--- src/rtl/ahb_lite_timer_slave.sv ---
// AHB-Lite responder exposing a 32-bit auto-reload down-counter timer with a level interrupt.
// Define AHB_TIMER_PRESCALE_EN to add a 16-bit tick prescaler at offset 0x10.
//
// state  | meaning
// IDLE   | ready; accepts address phases, completes zero-wait writes/reads
// RDWAIT | one wait state before read data is presented
// ERR1   | first ERROR cycle, HREADYOUT low
// ERR2   | second ERROR cycle, HREADYOUT high; may accept the next address phase

module ahb_lite_timer_slave #(
    parameter int          RD_WAIT    = 1,
    parameter logic [31:0] RESET_LOAD = 32'hFFFF_FFFF
) (
    input  logic        HCLK,
    input  logic        SI_Reset,
    input  logic        HSEL,
    input  logic [31:0] HADDR,
    input  logic [1:0]  HTRANS,
    input  logic        HWRITE,
    input  logic [2:0]  HSIZE,
    input  logic [2:0]  HBURST,
    input  logic [31:0] HWDATA,
    input  logic        HREADY,
    output logic        HREADYOUT,
    output logic [31:0] HRDATA,
    output logic        HRESP,
    output logic        timer_irq
);

    typedef enum logic [1:0] {IDLE, RDWAIT, ERR1, ERR2} state_t;

    localparam bit RD_WAIT_EN = (RD_WAIT != 0);

    state_t      state;
    logic [4:0]  addr_q;
    logic [1:0]  size_q;
    logic        wr_q;

    logic [2:0]  ctrl, ctrl_n;
    logic [31:0] load, load_n;
    logic [31:0] count, count_n;
    logic        expired, expired_n;
    logic [15:0] psc_view;
    logic        tick;

    logic        accept;
    logic        addr_err;
    logic [3:0]  be;
    logic [31:0] wmask;
    logic        wr_ctrl, wr_load, wr_count, wr_status;
    logic [31:0] rd_now, rd_q;

    logic        unused_ok;
    assign unused_ok = ^{HBURST, HADDR[31:5], HSIZE[2]};

    assign accept = HSEL & HREADY & HTRANS[1];

    always_comb begin
        case (HSIZE)
            3'b000:  addr_err = 1'b0;
            3'b001:  addr_err = HADDR[0];
            3'b010:  addr_err = (HADDR[1:0] != 2'b00);
            default: addr_err = 1'b1;
        endcase
    end

    // Byte lanes come from the registered data-phase address and size.
    always_comb begin
        case (size_q)
            2'b00:   be = 4'b0001 << addr_q[1:0];
            2'b01:   be = addr_q[1] ? 4'b1100 : 4'b0011;
            default: be = 4'b1111;
        endcase
        wmask = {{8{be[3]}}, {8{be[2]}}, {8{be[1]}}, {8{be[0]}}};
    end

    assign wr_ctrl   = wr_q & (addr_q[4:2] == 3'd0);
    assign wr_load   = wr_q & (addr_q[4:2] == 3'd1);
    assign wr_count  = wr_q & (addr_q[4:2] == 3'd2);
    assign wr_status = wr_q & (addr_q[4:2] == 3'd3);

`ifdef AHB_TIMER_PRESCALE_EN
    logic [15:0] prescale, prescale_n;
    logic [15:0] psc_cnt, psc_cnt_n;
    logic        wr_psc;

    assign wr_psc = wr_q & (addr_q[4:2] == 3'd4);
    assign tick   = ctrl[0] & (psc_cnt == prescale);

    always_comb begin
        prescale_n = prescale;
        if (wr_psc)
            prescale_n = (prescale & ~wmask[15:0]) | (HWDATA[15:0] & wmask[15:0]);
        if (!ctrl[0] || wr_psc || (psc_cnt == prescale))
            psc_cnt_n = 16'd0;
        else
            psc_cnt_n = psc_cnt + 16'd1;
    end

    assign psc_view = prescale_n;

    always_ff @(posedge HCLK or posedge SI_Reset) begin
        if (SI_Reset) begin
            prescale <= 16'd0;
            psc_cnt  <= 16'd0;
        end else begin
            prescale <= prescale_n;
            psc_cnt  <= psc_cnt_n;
        end
    end
`else
    assign tick     = ctrl[0];
    assign psc_view = 16'd0;
`endif

    // Clear first, then tick, then bus writes: expiry wins over W1C, writes win over the tick.
    always_comb begin
        ctrl_n    = ctrl;
        load_n    = load;
        count_n   = count;
        expired_n = expired;
        if (wr_status && wmask[0] && HWDATA[0])
            expired_n = 1'b0;
        if (tick) begin
            if (count != 32'd0) begin
                count_n = count - 32'd1;
            end else begin
                expired_n = 1'b1;
                if (ctrl[1])
                    count_n = load;
                else
                    ctrl_n[0] = 1'b0;
            end
        end
        if (wr_ctrl)
            ctrl_n = (ctrl & ~wmask[2:0]) | (HWDATA[2:0] & wmask[2:0]);
        if (wr_load)
            load_n = (load & ~wmask) | (HWDATA & wmask);
        if (wr_count)
            count_n = (count & ~wmask) | (HWDATA & wmask);
    end

    function automatic logic [31:0] rd_sel(input logic [2:0]  idx,
                                           input logic [2:0]  c,
                                           input logic [31:0] l,
                                           input logic [31:0] cnt,
                                           input logic        e,
                                           input logic [15:0] p);
        case (idx)
            3'd0:    return {29'd0, c};
            3'd1:    return l;
            3'd2:    return cnt;
            3'd3:    return {31'd0, e};
            3'd4:    return {16'd0, p};
            default: return 32'd0;
        endcase
    endfunction

    // Read data samples post-edge register values, so a write landing this edge is forwarded.
    always_comb begin
        rd_now = rd_sel(HADDR[4:2], ctrl_n, load_n, count_n, expired_n, psc_view);
        rd_q   = rd_sel(addr_q[4:2], ctrl_n, load_n, count_n, expired_n, psc_view);
    end

    always_ff @(posedge HCLK or posedge SI_Reset) begin
        if (SI_Reset) begin
            state     <= IDLE;
            HREADYOUT <= 1'b1;
            HRESP     <= 1'b0;
            HRDATA    <= 32'd0;
            addr_q    <= 5'd0;
            size_q    <= 2'd0;
            wr_q      <= 1'b0;
        end else begin
            wr_q   <= 1'b0;
            HRDATA <= 32'd0;
            case (state)
                IDLE, ERR2: begin
                    state     <= IDLE;
                    HREADYOUT <= 1'b1;
                    HRESP     <= 1'b0;
                    if (accept) begin
                        addr_q <= HADDR[4:0];
                        size_q <= HSIZE[1:0];
                        if (addr_err) begin
                            state     <= ERR1;
                            HREADYOUT <= 1'b0;
                            HRESP     <= 1'b1;
                        end else if (!HWRITE && RD_WAIT_EN) begin
                            state     <= RDWAIT;
                            HREADYOUT <= 1'b0;
                        end else if (HWRITE) begin
                            wr_q <= 1'b1;
                        end else begin
                            HRDATA <= rd_now;
                        end
                    end
                end
                RDWAIT: begin
                    state     <= IDLE;
                    HREADYOUT <= 1'b1;
                    HRESP     <= 1'b0;
                    HRDATA    <= rd_q;
                end
                ERR1: begin
                    state     <= ERR2;
                    HREADYOUT <= 1'b1;
                    HRESP     <= 1'b1;
                end
                default: begin
                    state     <= IDLE;
                    HREADYOUT <= 1'b1;
                    HRESP     <= 1'b0;
                end
            endcase
        end
    end

    always_ff @(posedge HCLK or posedge SI_Reset) begin
        if (SI_Reset) begin
            ctrl      <= 3'd0;
            load      <= RESET_LOAD;
            count     <= RESET_LOAD;
            expired   <= 1'b0;
            timer_irq <= 1'b0;
        end else begin
            ctrl      <= ctrl_n;
            load      <= load_n;
            count     <= count_n;
            expired   <= expired_n;
            timer_irq <= expired_n & ctrl_n[2];
        end
    end

endmodule

--- config.mk ---
export PLATFORM = sky130hd
export DESIGN_NAME = ahb_lite_timer_slave
export DESIGN_NICKNAME = d
export VERILOG_FILES = /design/src/rtl/ahb_lite_timer_slave.sv
export SDC_FILE = /design/constraint.sdc
export NUM_CORES = 1
export LEC_CHECK = 0
export ABC_AREA = 0
export CAP_MARGIN = 10
export CORE_MARGIN = 10
export CORE_UTILIZATION = 35
export CTS_CLUSTER_SIZE = 25
export DETAILED_ROUTE_END_ITERATION = 8
export PLACE_DENSITY = 0.55
export SLEW_MARGIN = 20
export SYNTH_ARGS = -nofsm -noshare
export SYNTH_HDL_FRONTEND = slang
export SYNTH_SLANG_ARGS = --single-unit
--- constraint.sdc ---
create_clock -name HCLK -period 3.05 [get_ports HCLK]
set_input_delay 0.305 -clock HCLK [delete_from_list [all_inputs] [get_ports HCLK]]
set_output_delay 0.305 -clock HCLK [all_outputs]
set_load 0.01 [all_outputs]
Yosys cells after proc, flatten, opt, wreduce, memory -nomap -nowiden
Index checks and enable logic that the tools add are counted.
{"block": "word_totals", "reg_bits": 113, "input_bits": 77, "output_inout_bits": 35}
{"block": "op_classes", "n_addsub": 1, "eq_ne": 9, "shifts": 1, "mux": 30, "bitwise": 17, "n_reduce_logical": 11}
{"cell": "32-bit 2-to-1 mux", "count": 6}
{"cell": "32-bit case mux with 4 select lines", "count": 1}
{"cell": "32-bit AND", "count": 3}
{"cell": "32-bit OR", "count": 2}
{"cell": "32-bit NOT", "count": 1}
{"cell": "32-bit nonzero test", "count": 1}
{"cell": "32-bit by 1-bit subtractor with 32-bit output (second input constant)", "count": 1}
{"cell": "1-bit 2-to-1 mux", "count": 14}
{"cell": "3-bit by 2-bit equality test with 1-bit output (second input constant)", "count": 3}
{"cell": "4-bit case mux with 2 select lines", "count": 1}
{"cell": "1-bit AND", "count": 7}
{"cell": "3-bit AND", "count": 2}
{"cell": "3-bit by 1-bit equality test with 1-bit output (second input constant)", "count": 2}
{"cell": "3-bit zero test", "count": 2}
{"cell": "1-bit case mux with 3 select lines", "count": 2}
{"cell": "2-bit case mux with 3 select lines", "count": 1}
{"cell": "2-bit by 1-bit equality test with 1-bit output (second input constant)", "count": 2}
{"cell": "2-bit equality test (second input constant)", "count": 2}
{"cell": "2-bit zero test", "count": 2}
{"cell": "2-bit 2-to-1 mux", "count": 2}
{"cell": "4-bit 2-to-1 mux", "count": 1}
{"cell": "2-bit OR reduction", "count": 2}
{"cell": "1-bit by 2-bit left shift with 4-bit output (first input constant)", "count": 1}
{"cell": "3-bit 2-to-1 mux", "count": 1}
{"cell": "other kinds (6)", "count": 7}

Longest topological paths before layout
Gate-level depths: netlist of run 1.
{"block": "depth", "ltp_word": 9, "ltp_mapped": 10}

Worst setup path after synthesis of run 1
No wires, ideal clock.
{"block": "synth_timing", "path_kind": "register to register", "from": "reg count[9]", "to": "reg HRDATA[0]", "setup_ps": 101, "arrival_ps": 2732, "required_time_ps": 2949, "slack_ps": 218, "path_stages_with_launch": 9, "path_buffers": 2, "synth_period_minus_slack_ps": 2832, "path_cell_list": "dfstp_2 -> buf_2 -> or4_1 -> buf_2 -> or4_4 -> nor4_4 -> mux2_2 -> o2111a_1 -> o32ai_1"}
{"block": "synth_between", "elab_chain_len": 6, "elab_cells_between_ends": 11}
{"item": "start, declared", "line": "41", "text": "logic [31:0] count, count_n;"}
{"item": "start signal, assigned", "line": "229", "text": "count <= count_n;"}
{"item": "32-bit nonzero test *", "line": "125", "text": "if (count != 32'd0) begin"}
{"item": "32-bit 2-to-1 mux or 1-bit 2-to-1 mux (tied branches)", "line": "125"}
{"item": "32-bit 2-to-1 mux or 1-bit 2-to-1 mux (tied branches)", "line": "124", "text": "if (tick) begin"}
{"item": "32-bit 2-to-1 mux or 3-bit 2-to-1 mux (tied branches)", "line": "139, 135"}
{"item": "32-bit case mux with 4 select lines *", "line": "149", "text": "case (idx)"}
{"item": "32-bit 2-to-1 mux *"}
{"item": "end signal, assigned", "line": "195", "text": "HRDATA <= rd_now;"}
{"item": "end signal, assigned", "line": "203", "text": "HRDATA <= rd_q;"}
{"item": "end, declared", "line": "25", "text": "output logic [31:0] HRDATA,"}
Mark *: on every way between the ends. The rest lies on a longest branch, timed or not.
A chain may end at the register's enable or synchronous reset.

Final worst setup path of run 1
{"block": "layout_timing", "from": "reg count[11]", "to": "reg HRDATA[16]"}
{"block": "layout_between", "elab_chain_len": 6, "elab_cells_between_ends": 7}
{"item": "32-bit by 1-bit subtractor with 32-bit output or 32-bit nonzero test (tied branches)", "line": "126, 125"}
{"item": "32-bit 2-to-1 mux *", "line": "125"}
{"item": "32-bit 2-to-1 mux *", "line": "124"}
{"item": "32-bit 2-to-1 mux *", "line": "139", "text": "if (wr_count)"}
{"item": "net count_n[16]", "line": "41"}
{"item": "32-bit case mux with 4 select lines *", "line": "149"}
{"item": "32-bit 2-to-1 mux *"}
The timed path passes the listed nets; every way through them passes the cells marked *.

==> results.py, run 1 <==
metrics = {
    "place": {
        "placed_cell_area_um2": 7290,
        "portBuffers": 80,
        "hpwlAfterDp_um": 14100,
        "gp_congestion": 0.905,
    },
    "drt": {
        "dr.pass1.iters": 5,
        "ant_nets": 0,
        "vias": 5361,
        "viasPerCell": 5.90,
        "wl_per_cell_um": 21.5,
        "drc": 0,
        "dr.first_iter.drc_count": 509,
        "wl_um": 19600,
    },
    "sta": {
        "finalSetupViolations": 0,
        "period_share_pct": 95.2,
        "maxSlewViolCount": 0,
        "fmax_mhz": 344,
        "final.setup.tns_ns": 0,
        "max-slew-margin-rel_pct": 54.6,
        "layout_min_cycle_time_ns": 2.90,
        "fin_skew_ns": 0.00963,
        "hold_viol": 0,
        "grt_setup_unrepaired": "false",
        "worst_slew_pin_slew_ns": 0.681,
    },
    "floorplanning": {
        "num_io_pins": 112,
        "die_x_um": 152,
        "die-area_um2": 23000,
        "initial_core_util_pct": 35.4,
        "die_h_um": 152,
        "row_count": 48,
        "coreArea_um2": 17100,
    },
    "clocking": {
        "ctsHoldBuffers": 0,
        "cts_tree": "yes",
        "htreeDepth": 3,
        "clk_latency_ns": 0.36,
        "path_clk_slew_ns": 0.08,
        "post_cts_resized": 0,
        "post_cts_buffers": 0,
        "numCtsBuffers": 9,
        "cts_sinks": 112,
        "clockRootBuffer": "clkbuf_16",
        "clock_path_buffers": 2,
    },
    "yosys": {
        "syn_inst": 591,
        "yosysTopAreaCellShare_pct": 28.2,
        "yosysUniqueCellTypes": 71,
        "yosys.area_share.simple_pct": 16.2,
        "synth-edff-count": 0,
        "yosysSeqAreaShare_pct": 47.6,
        "synth_ff_type": "dfstp_2",
        "synth_fa_ha_area_share_pct": 0.619,
        "postSynthRegisterBits": 112,
        "synth_xor_area_share_pct": 0,
        "synth_top_cell_by_area": "dfstp_2",
        "synth_compound_area_share_pct": 22.5,
        "synth_top_family_by_area": "compound AO/OA/AOI/OAI gates",
        "yosysWarnings": 0,
        "syn_nets": 671,
        "synth_area_leaders": "dfstp_2 (28%), dfrtp_1 (19%), mux2_2 (7.8%)",
        "syn_avg_cell_area_um2": 10.3,
        "muxShareOfSynthArea_pct": 9.62,
        "syn_area_um2": 6060,
        "synthArstFlopShare_pct": 100,
    },
    "setup_path": {
        "worstSetupPathType": "register to register",
        "start_kind": "register",
        "critical_path_arrival_ns": 3.16,
        "cp-end-kind": "register",
        "cp_max_fo": 12,
        "regToRegStartpoint": "count[11]$_DFF_PP1_",
        "critical_path.startpoint": "count[11]$_DFF_PP1_",
        "required_ns": 3.31,
    },
    "power": {
        "power.total_mw": 4.55,
        "clkPwrFrac_pct": 28.4,
        "pwr-share-comb_pct": 24.0,
        "p_sw_share_pct": 32.7,
        "vdd_drop_max_mv": 0.288,
        "seqPwrFrac_pct": 47.6,
        "powerDensity_nw_per_um2": 598,
        "p_leak_nw": 2.96,
        "p_sw_mw": 1.49,
        "internal_power_mw": 3.06,
    },
    "run": {
        "drv_cap": 0,
    },
    "finish": {
        "nets": 759,
        "diodes": 0,
        "layout-drive-gt1-share_pct": 25.1,
        "area.growth.synth_to_final_pct": 25.6,
        "postLayoutCellArea_um2": 7620,
        "utilization_pct": 44.5,
    },
    "global_route": {
        "grt_pass1_wl_um": 30500,
        "grt-ovfl-total": 0,
        "grt_pass1_vias": 5490,
        "antenna_found_initial": 0,
        "grt_start_max_net_pins": 113,
        "grt_usage_pct": 17.1,
    },
    "run_status": {
        "status": "complete, no violations",
    },
    "worst_hold_path": {
        "hold_path_class": "primary input to async pin",
    },
}
## stage by stage
stage / worst slack (ns) / std cells / hold WS, ns
after floorplan: 0.218 / 591 / 0.405
after global placement: 0.165 / 893 / 0.504
after detailed placement: 0.159 / 893 / 0.503
after CTS: 0.129 / 909 / 0.494
after global routing: 0.0376 / 909 / 0.476
final: 0.145 / 909 / 0.433
## cells in the mapped netlist (6+ instances only)
cell type	number
or3_1	8
a22oi_1	14
and2_1	6
o22ai_1	8
o21ai_0	32
a21oi_1	26
mux2i_1	11
nand2b_1	9
a22o_1	15
mux2_2	42
nand4_1	10
nand2_1	40
nor2_1	27
nand3_1	11
dfrtp_1	47
inv_1	17
o211ai_1	12
o21a_1	6
dfstp_2	65
a2bb2oi_1	13
clkbuf_1	30
nor4_1	15
nor3_1	19
## final timing paths
kind                                         to  slack, ns  depth (start not counted)
setup / recovery           HRDATA[16]$_DFF_PP0_       0.15                          7
hold / removal              HRDATA[7]$_DFF_PP0_       0.43                          3
setup reg to reg           HRDATA[16]$_DFF_PP0_       0.15                          7
hold reg to reg              count[4]$_DFF_PP1_       0.52                          2
max in group asynchronous  HRDATA[18]$_DFF_PP0_       2.09                          3
min in group HCLK            count[4]$_DFF_PP1_       0.52                          2
## logic make-up (layout without fill, tap and decap cells)
group,count (synthesis),in the layout
AO/OA/AOI/OAI,189,189
adder cells (fa/ha/maj),3,3
buffers and inverters,54,147
flip-flops,112,112
multiplexers,53,53
AND/OR/NAND/NOR,180,180
## placed cells by master, fill, tap and decap left out, types with 10 or more instances in the layout
cell type        count
a21oi_1             26
a22o_1              15
a22oi_1             14
a2bb2oi_1           13
buf_4               32
clkdlybuf4s50_1     80
dfrtp_1             47
dfstp_2             65
inv_1               16
mux2_2              42
mux2i_1             11
nand2_1             40
nand3_1             11
nand4_1             10
nor2_1              26
nor3_1              19
nor4_1              15
o211ai_1            12
o21ai_0             32
## registers in the layout, indices dropped and copies added (netlist names), 2 cells and up
signal,cells
HRDATA,32
count,32
load,32
addr_q,5
ctrl,3
size_q,2
## power by group through the flow
stage	clock [mW]	sequential, mW	combinational, mW
global placement	0	2.17	1.06
detailed placement	0	2.18	1.08
finish	1.29	2.17	1.09
floorplan	0	2.02	0.802
global route	1.38	2.21	1.21
CTS	1.32	2.16	1.09
## area by class of cell
type | count | area, um2
Clock inverter | 7 | 96.3
Clock buffer | 9 | 225
Timing Repair Buffer | 114 | 1080
Tap cell | 225 | 282
Inverter | 17 | 67.6
Fill cell | 1645 | 9500
Multi-Input combinational cell | 425 | 2980
Sequential cell | 112 | 2880
## worst max-delay path, cell delays in order (launching register included)
cell and delay, ns:
dfstp_2 0.39, or4_1 0.59, or4_4 0.54, nor4_4 0.37
buf_4 0.28, a2111oi_0 0.12, a221o_1 0.30, a22o_1 0.20
## routing by layer
layer / vias to the layer above / GRT usage, % / routed length, um
li1: 2450 / - / -
met1: 2722 / 22.5 / 8880
met2: 159 / 27.5 / 9230
met3: 30 / 3.71 / 1150
met4: 0 / 5.20 / 321
met5: - / 0 / 0
(Power assumes the default switching activity.)
==> inputs of run 2 (changes only) <==
--- a/config.mk
+++ b/config.mk
@@ -5,13 +5,12 @@
 export SDC_FILE = /design/constraint.sdc
 export NUM_CORES = 1
 export LEC_CHECK = 0
-export ABC_AREA = 0
 export CAP_MARGIN = 10
 export CORE_MARGIN = 10
-export CORE_UTILIZATION = 35
+export CORE_UTILIZATION = 25
 export CTS_CLUSTER_SIZE = 25
 export DETAILED_ROUTE_END_ITERATION = 8
-export PLACE_DENSITY = 0.55
+export PLACE_DENSITY = 0.42
 export SLEW_MARGIN = 20
 export SYNTH_ARGS = -nofsm -noshare
 export SYNTH_HDL_FRONTEND = slang
==> results.py, run 2 (synthesis results as in run 1) <==
metrics = {
    "setup_path": {
        "worstSetupPathType": "register to register",
        "required_ns": 3.31,
        "cp_max_fo": 10,
        "start_kind": "register",
        "reg2reg_depth": 7,
        "critical_path_arrival_ns": 3.18,
        "regToRegStartpoint": "count[20]$_DFF_PP1_",
        "r2r_end": "HRDATA[16]$_DFF_PP0_",
        "cp-end-kind": "register",
        "rrSetupSlack_ns": 0.13,
    },
    "worst_hold_path": {
        "hold_path_class": "primary input to async pin",
    },
    "clocking": {
        "clock_path_buffers": 2,
        "ctsHoldBuffers": 0,
        "clockRootBuffer": "clkbuf_16",
        "post_cts_buffers": 0,
        "numCtsBuffers": 9,
        "htreeDepth": 3,
        "cts_sinks": 112,
        "path_clk_slew_ns": 0.07,
        "cts_tree": "yes",
        "clk_latency_ns": 0.37,
        "post_cts_resized": 0,
    },
    "power": {
        "clkPwrFrac_pct": 27.6,
        "p_sw_mw": 1.53,
        "power.total_mw": 4.56,
        "p_sw_share_pct": 33.6,
        "seqPwrFrac_pct": 46.7,
        "internal_power_mw": 3.03,
        "p_leak_nw": 3.03,
        "pwr-share-comb_pct": 25.7,
        "powerDensity_nw_per_um2": 585,
        "vdd_drop_max_mv": 0.264,
    },
    "drt": {
        "dr.pass1.iters": 5,
        "drc": 0,
        "viasPerCell": 5.20,
        "vias": 5286,
        "ant_nets": 0,
        "wl_per_cell_um": 20.9,
        "wl_um": 21300,
        "dr.first_iter.drc_count": 384,
    },
    "finish": {
        "multi_input_area_um2": 2980,
        "diodes": 0,
        "final-seq-area_um2": 2880,
        "reg.largest.list": "HRDATA x32, count x32, load x32",
        "final_common_cell": "clkdlybuf4s50_1",
        "final_cell_mix": "clkdlybuf4s50_1 (80), dfstp_2 (65), dfrtp_1 (47), buf_4 (47), mux2_2 (42)",
        "nFillCells": 2482,
        "area.growth.synth_to_final_pct": 28.7,
        "layout-drive-gt1-share_pct": 26.5,
        "nets": 773,
    },
    "floorplanning": {
        "num_io_pins": 112,
        "row_count": 56,
        "die-area_um2": 30900,
        "coreArea_um2": 23700,
        "initial_core_util_pct": 25.6,
        "die_x_um": 176,
        "die_h_um": 176,
    },
    "place": {
        "gp_congestion": 0.844,
        "hpwlAfterDp_um": 15700,
        "portBuffers": 80,
    },
    "sta": {
        "final.setup.tns_ns": 0,
        "grt_setup_unrepaired": "false",
        "period_share_pct": 95.8,
        "fmax_mhz": 342,
        "fin_skew_ns": 0.0108,
        "worst_slew_pin_slew_ns": 0.766,
        "fin_hold_ws_ns": 0.393,
        "max-slew-margin-rel_pct": 48.9,
        "hold_viol": 0,
        "maxSlewViolCount": 0,
        "layout_min_cycle_time_ns": 2.92,
        "finalSetupViolations": 0,
    },
    "global_route": {
        "grt_pass1_vias": 5528,
        "grt-ovfl-total": 0,
        "grt_start_max_net_pins": 48,
        "grt_usage_pct": 13.7,
        "antenna_found_initial": 0,
        "grt_pass1_wl_um": 33000,
    },
    "run_status": {
        "status": "complete, no violations",
    },
    "run": {
        "drv_cap": 0,
    },
}
## run 2: worst max-delay path by stage
stage          slack (ns)  cells after the start              endpoint                 from
3_3_place_gp         0.08                      7  HRDATA[16]$_DFF_PP0_  count[11]$_DFF_PP1_
6_report             0.13                      7  HRDATA[16]$_DFF_PP0_  count[20]$_DFF_PP1_
4_1_cts              0.06                      7  HRDATA[16]$_DFF_PP0_  count[11]$_DFF_PP1_
5_1_grt              0.04                      9   count[20]$_DFF_PP1_  count[11]$_DFF_PP1_
2_1_floorplan        0.22                      8   HRDATA[0]$_DFF_PP0_   count[9]$_DFF_PP1_
3_5_place_dp         0.07                      7  HRDATA[16]$_DFF_PP0_  count[11]$_DFF_PP1_
## run 2: area by class of cell
class | count | share of cell area [%]
clock inverters | 6 | 0.866
inverters | 17 | 0.866
clock buffers | 10 | 3.06
repair buffers | 128 | 15.0
well taps | 319 | 5.11
flip-flops and latches | 112 | 36.9
multi-input cells | 425 | 38.1
## run 2: routing by layer
metal	global-route usage [%]	routed length [um]	vias to the layer above	part of all wire [%]
met2	22.3	10100	153	48
li1	-	-	2467	-
met1	17.9	9800	2650	46
met3	3.37	1130	16	5.3
met5	0	0	-	0
met4	2.97	240	0	1.1
## run 2: through the flow
| step | setup slack [ns] | area, um2 | util (%) | std cells |
|---|---|---|---|---|
| after floorplan | 0.218 | 6070 | - | 591 |
| final | 0.128 | 7810 | 33.0 | 1017 |
| after global placement | 0.0815 | 7500 | 31.7 | 1001 |
| after global routing | 0.0378 | 7810 | 33.0 | 1017 |
| after detailed placement | 0.0668 | 7500 | 31.7 | 1001 |
| after CTS | 0.0568 | 7810 | 33.0 | 1017 |
## run 2: critical path, cell delays in order, from the launching register on
cell and delay, ns:
dfstp_2 0.39, or4_1 0.65, or2_2 0.45, nor4_4 0.45, buf_4 0.27, a2111oi_0 0.11, a221o_1 0.29, a22o_1 0.20
## run 2: power by group through the flow
| stage | clock network [mW] | registers, mW | logic (mW) |
|---|---|---|---|
| after floorplan | 0 | 2.02 | 0.802 |
| after global placement | 0 | 2.14 | 1.15 |
| after detailed placement | 0 | 2.15 | 1.17 |
| after CTS | 1.29 | 2.12 | 1.17 |
| after global routing | 1.35 | 2.18 | 1.30 |
| final | 1.26 | 2.13 | 1.17 |
